[src/rtl/alu3_pkg.sv]
// Shared op-code definitions for the alu3 registered arithmetic/logic unit.
package alu3_pkg;

  localparam logic [1:0] OP_ADD  = 2'b00;
  localparam logic [1:0] OP_SUB  = 2'b01;
  localparam logic [1:0] OP_EQ   = 2'b10;
  localparam logic [1:0] OP_DIV2 = 2'b11;

  typedef enum logic [1:0] {
    OPC_ADD  = OP_ADD,
    OPC_SUB  = OP_SUB,
    OPC_EQ   = OP_EQ,
    OPC_DIV2 = OP_DIV2
  } op_e;

endpackage : alu3_pkg

[src/rtl/alu3_core.sv]
// Combinational datapath of alu3: decodes the op select and forms the
// WIDTH+1-bit next result from the two unsigned operands.
module alu3_core
  import alu3_pkg::*;
#(
  parameter int WIDTH = 3
) (
  input  logic [1:0]       swSelect,
  input  logic [WIDTH-1:0] a,
  input  logic [WIDTH-1:0] b,
  output logic [WIDTH:0]   result
);

  logic [WIDTH:0] a_ext;
  logic [WIDTH:0] b_ext;

  assign a_ext = {1'b0, a};
  assign b_ext = {1'b0, b};

  // NOTE: result gets a default before the case so no path can infer a latch.
  always_comb begin
    result = '0;
    case (op_e'(swSelect))
      OPC_ADD:  result = a_ext + b_ext;
      // The difference lies in (-2^WIDTH, 2^WIDTH), so bit WIDTH of the
      // extended subtraction is exactly the borrow.
      OPC_SUB:  result = a_ext - b_ext;
      OPC_EQ:   result = {(a == b), ~(a ^ b)};
      OPC_DIV2: result = {a[0], 1'b0, a[WIDTH-1:1]};
    endcase
  end

endmodule : alu3_core

[src/rtl/alu3.sv]
// Top of alu3: the combinational core followed by the async-reset result
// register that feeds the display stage.
module alu3
  import alu3_pkg::*;
#(
  parameter int WIDTH = 3
) (
  input  logic             clk,
  input  logic             rst,
  input  logic [1:0]       swSelect,
  input  logic [WIDTH-1:0] a,
  input  logic [WIDTH-1:0] b,
  output logic [WIDTH:0]   q
);

  logic [WIDTH:0] next_q;

  alu3_core #(
    .WIDTH(WIDTH)
  ) u_core (
    .swSelect(swSelect),
    .a       (a),
    .b       (b),
    .result  (next_q)
  );

  // NOTE: registered state uses non-blocking assignment; reset is in the
  // sensitivity list so q clears immediately, without waiting for clk.
  always_ff @(posedge clk or posedge rst) begin
    if (rst) q <= '0;
    else     q <= next_q;
  end

endmodule : alu3

[config.mk]
export PLATFORM = sky130hd
export DESIGN_NAME = alu3
export DESIGN_NICKNAME = d
export VERILOG_FILES = /design/src/rtl/alu3_pkg.sv /design/src/rtl/alu3_core.sv /design/src/rtl/alu3.sv
export SDC_FILE = /design/constraint.sdc
export NUM_CORES = 1
export LEC_CHECK = 0
export CAP_MARGIN = 20
export CORE_AREA = 3 3 41 43
export DETAILED_ROUTE_END_ITERATION = 12
export DIE_AREA = 0 0 44 46
export DONT_BUFFER_PORTS = 1
export PLACE_DENSITY_LB_ADDON = 0.15
export REMOVE_ABC_BUFFERS = 1
export SETUP_SLACK_MARGIN = 0.4
export SYNTH_ARGS = -nofsm -noshare
export SYNTH_HDL_FRONTEND = slang
export SYNTH_SLANG_ARGS = --single-unit
[constraint.sdc]
create_clock -name clk -period 0.8 [get_ports clk]
set_input_delay 0 -clock clk [delete_from_list [all_inputs] [get_ports clk]]
set_output_delay 0 -clock clk [all_outputs]
set_load 0.01 [all_outputs]
==> summary by stage <==
Run status
The run finished, with violations left. The checks that failed: negative hold slack, negative setup slack.

Worst setup path
The critical path is of the in2reg type. The signal on the critical path passes through inv_12 > ha_4 > inv_4 > fa_2 > mux4_2. The category of the worst setup path launch point is a primary input. STA puts the critical path data required time at 900 ps. Counting both buffers and inverters, the worst setup path holds a total of 2. Along the worst path, the maximum fanout reaches 3. The cell with the largest stage delay on the worst path is sky130_fd_sc_hd__mux4_2. The worst setup path is captured at a register. On the worst path, the slowest cell contributes a delay of 450 ps. The kind of cell adding the most delay to the critical path is adder cells. Data arrives at the worst endpoint at 1080 ps.

Clock network
CTS built an H-tree with a depth of 1. The number of hold buffers added after CTS was 1. The number of clock sinks seen by CTS is 4.

The number of buffers on the longest clock path is 2. The tree is rooted in a sky130_fd_sc_hd__clkbuf_4. Buffers inserted during clock tree synthesis total 3. After clock tree synthesis, the clock-pin slew on the worst setup and hold paths is 40 ps. The TritonCTS clock tree is done.

Timing
The worst path setup slack after routing is -186 ps. The number of failing hold endpoints at the final stage came to 3. The number of endpoints failing setup at the final stage is 2. The final number of max-transition violations is 0. Timing would allow up to 1010 MHz. The minimum clock period after layout is 986 ps. Setup repair after global routing could not meet its margin everywhere. The share of the clock period used by the worst path is 1.23. The worst-case hold slack is -122 ps. At the pin with the least slew margin, the transition time is 151 ps.

Measured against its own limit, the worst slew margin works out to 0.897.

Routing
Dividing the detail-routed wire length by the instance count gives 14.1 um. The total routed wirelength is 876 um. For this run, design rule violations remaining after detail routing come to 0. Dividing the detail-routed via count by the number of cells gives 5.11.

The first TritonRoute pass finished after 2 iterations. The count of routing violations after the opening detailed-route iteration is 4. The detail route stage leaves a number of antenna-violating nets equal to 0. The via count of the routed design is 317.

Worst hold path
The type of the most critical hold path is in2reg. The hold-critical path depth is 1. In this run the most critical hold path is launched from swSelect[1]. The worst hold path terminates at q[2].

Global route
The number of antenna violations at the first check in global routing is 0. The via count of the first global-routing pass came to 316. Entering global routing, the biggest net connects 11 pins. The first global-routing pass estimated 1380 um of wire. Global routing finished with a remaining overflow of 0. For this run, the total global-route usage over all layers was measured as 0.104.

Logic synthesis
After synthesis the netlist holds a flip-flop and latch count of 4. The per-instance average area after synthesis is 9.79 um2. The yosys synthesis warning count is 0. The share of synthesized area occupied by flip-flops and latches is 0.256. Synthesis instantiated 20 different standard cells from the library. Synthesis produced a netlist whose cell count is 40. The synthesized netlist occupies a cell area of 392 um2.

Final layout
Measured on the finished design, the core utilization comes to 0.399. The number of flip-flops in the largest register is 4. The post-synthesis to final-layout area growth is 35.8%. In the final design database the tool counted 67 nets. The number of antenna diodes in the final layout is 0. The proportion of layout cells with a drive suffix above 1 is 0.404. In the layout the commonest cells are sky130_fd_sc_hd__inv_1, sky130_fd_sc_hd__dfrtp_1, sky130_fd_sc_hd__ha_1, sky130_fd_sc_hd__clkbuf_4, sky130_fd_sc_hd__buf_4. The number of fillers in the final layout is 137. Ranked by flip-flop count, first place goes to q. The largest registers in the layout are q: 4 flops.

Pwr
The total leakage power is 0.228 nW. For this design the total switching power over the nets is 0.182 mW. The share of total power dissipated in the clock network is 0.337.

Internal power comes to 0.529 mW. Across the VDD grid, the largest voltage drop is 0.000377 V. The total power after layout is 0.711 mW. The share of total power in combinational logic is 0.304. Power spread over the standard cell area amounts to 1340 nW/um2. The share of total power dissipated in sequential elements is 0.360. Of the total power, the share spent switching nets is 0.256.

Floorplanning
The die is 44 um wide. During I/O placement, the number of pins put on the boundary was 14. The die boundary height is 46 um.

The floorplan step defined a die boundary enclosing 2020 um2. The initial core utilization is 0.294. The floorplan step defined a core boundary enclosing 1330 um2.

The row count is 13.

Place
Detailed placement finished with a half-perimeter wire length of 600 um. Prior to clock tree synthesis, the placed netlist has a worst setup slack of -490 ps. The last weighted congestion value of the routability-driven placer is 0.699. During placement, the flow inserted port buffers numbering 0.

Run
The total of max-cap violations is 0.
-- cells in the mapped netlist, drive strengths merged --
master,number,area (um2)
nand3,2,10.0
nand2,1,3.75
mux2i,2,20.0
a21oi,2,10.0
clkbuf,1,5.00
o31a,1,8.76
a21o,1,7.51
o21ai,3,15.0
dfrtp,4,100
inv,7,26.3
nor2,2,7.51
o211ai,1,7.51
mux4,1,22.5
o22a,1,8.76
a211oi,1,7.51
nor3,1,5.00
fa,2,40.0
buf,1,11.3
ha,6,75.1
-- layout make-up --
| type | instances | area [um2] | area share |
|---|---|---|---|
| inverters | 7 | 45.0 | 0.0847 |
| clock buffers | 3 | 22.5 | 0.0424 |
| repair buffers | 6 | 55.1 | 0.104 |
| flip-flops and latches | 4 | 100 | 0.188 |
| well taps | 15 | 18.8 | 0.0353 |
| multi-input cells | 27 | 290 | 0.546 |
-- routing by layer --
metal / routed length [um] / vias to the layer above / GRT usage
li1: - / 150 / -
met1: 307 / 154 / 0.0918
met2: 487 / 11 / 0.166
met3: 62 / 2 / 0.0395
met4: 19 / 0 / 0.127
met5: 0 / - / 0
-- power by group through the flow --
| stage | Sequential [mW] | Combinational (mW) | Clock, mW |
|---|---|---|---|
| after detailed placement | 0.259 | 0.151 | 0 |
| final | 0.256 | 0.216 | 0.239 |
| after floorplan | 0.257 | 0.113 | 0 |
| after global placement | 0.259 | 0.150 | 0 |
| after CTS | 0.256 | 0.192 | 0.254 |
| after global routing | 0.257 | 0.243 | 0.285 |
-- what timing repair did --
action / CTS / global route
buffers inserted: 1 / 2
cloned: 0 / 0
pin swaps: 2 / 6
hold endpoints to repair: 7 / 3
endpoints found under the setup margin: 8 / 8
resized for setup: 16 / 2
-- per-stage QoR --
stage	instance area [um2]	TNS [ps]	std cells
2_1_floorplan	375	-857	38
3_3_place_gp	409	-1120	55
3_5_place_dp	409	-1130	55
4_1_cts	509	-237	60
5_1_grt	532	-325	62
6_report	532	-285	62
-- logic make-up after synthesis --
family / count (synthesis) / synth area share
AO/OA/AOI/OAI: 10 / 0.166
buffers and inverters: 9 / 0.109
adder cells (fa/ha/maj): 8 / 0.294
AND/OR/NAND/NOR: 6 / 0.0671
flip-flops: 4 / 0.256
multiplexers: 3 / 0.109
-- worst max-delay path by stage --
stage | from | endpoint | slack [ps] | cells after the start
floorplan | a[0] | q[1] | -440 | 5
global placement | a[0] | q[1] | -480 | 5
detailed placement | a[0] | q[1] | -490 | 5
CTS | a[0] | q[1] | -160 | 5
global route | a[0] | q[1] | -190 | 3
finish | a[0] | q[1] | -190 | 5
(Power assumes the default switching activity.)
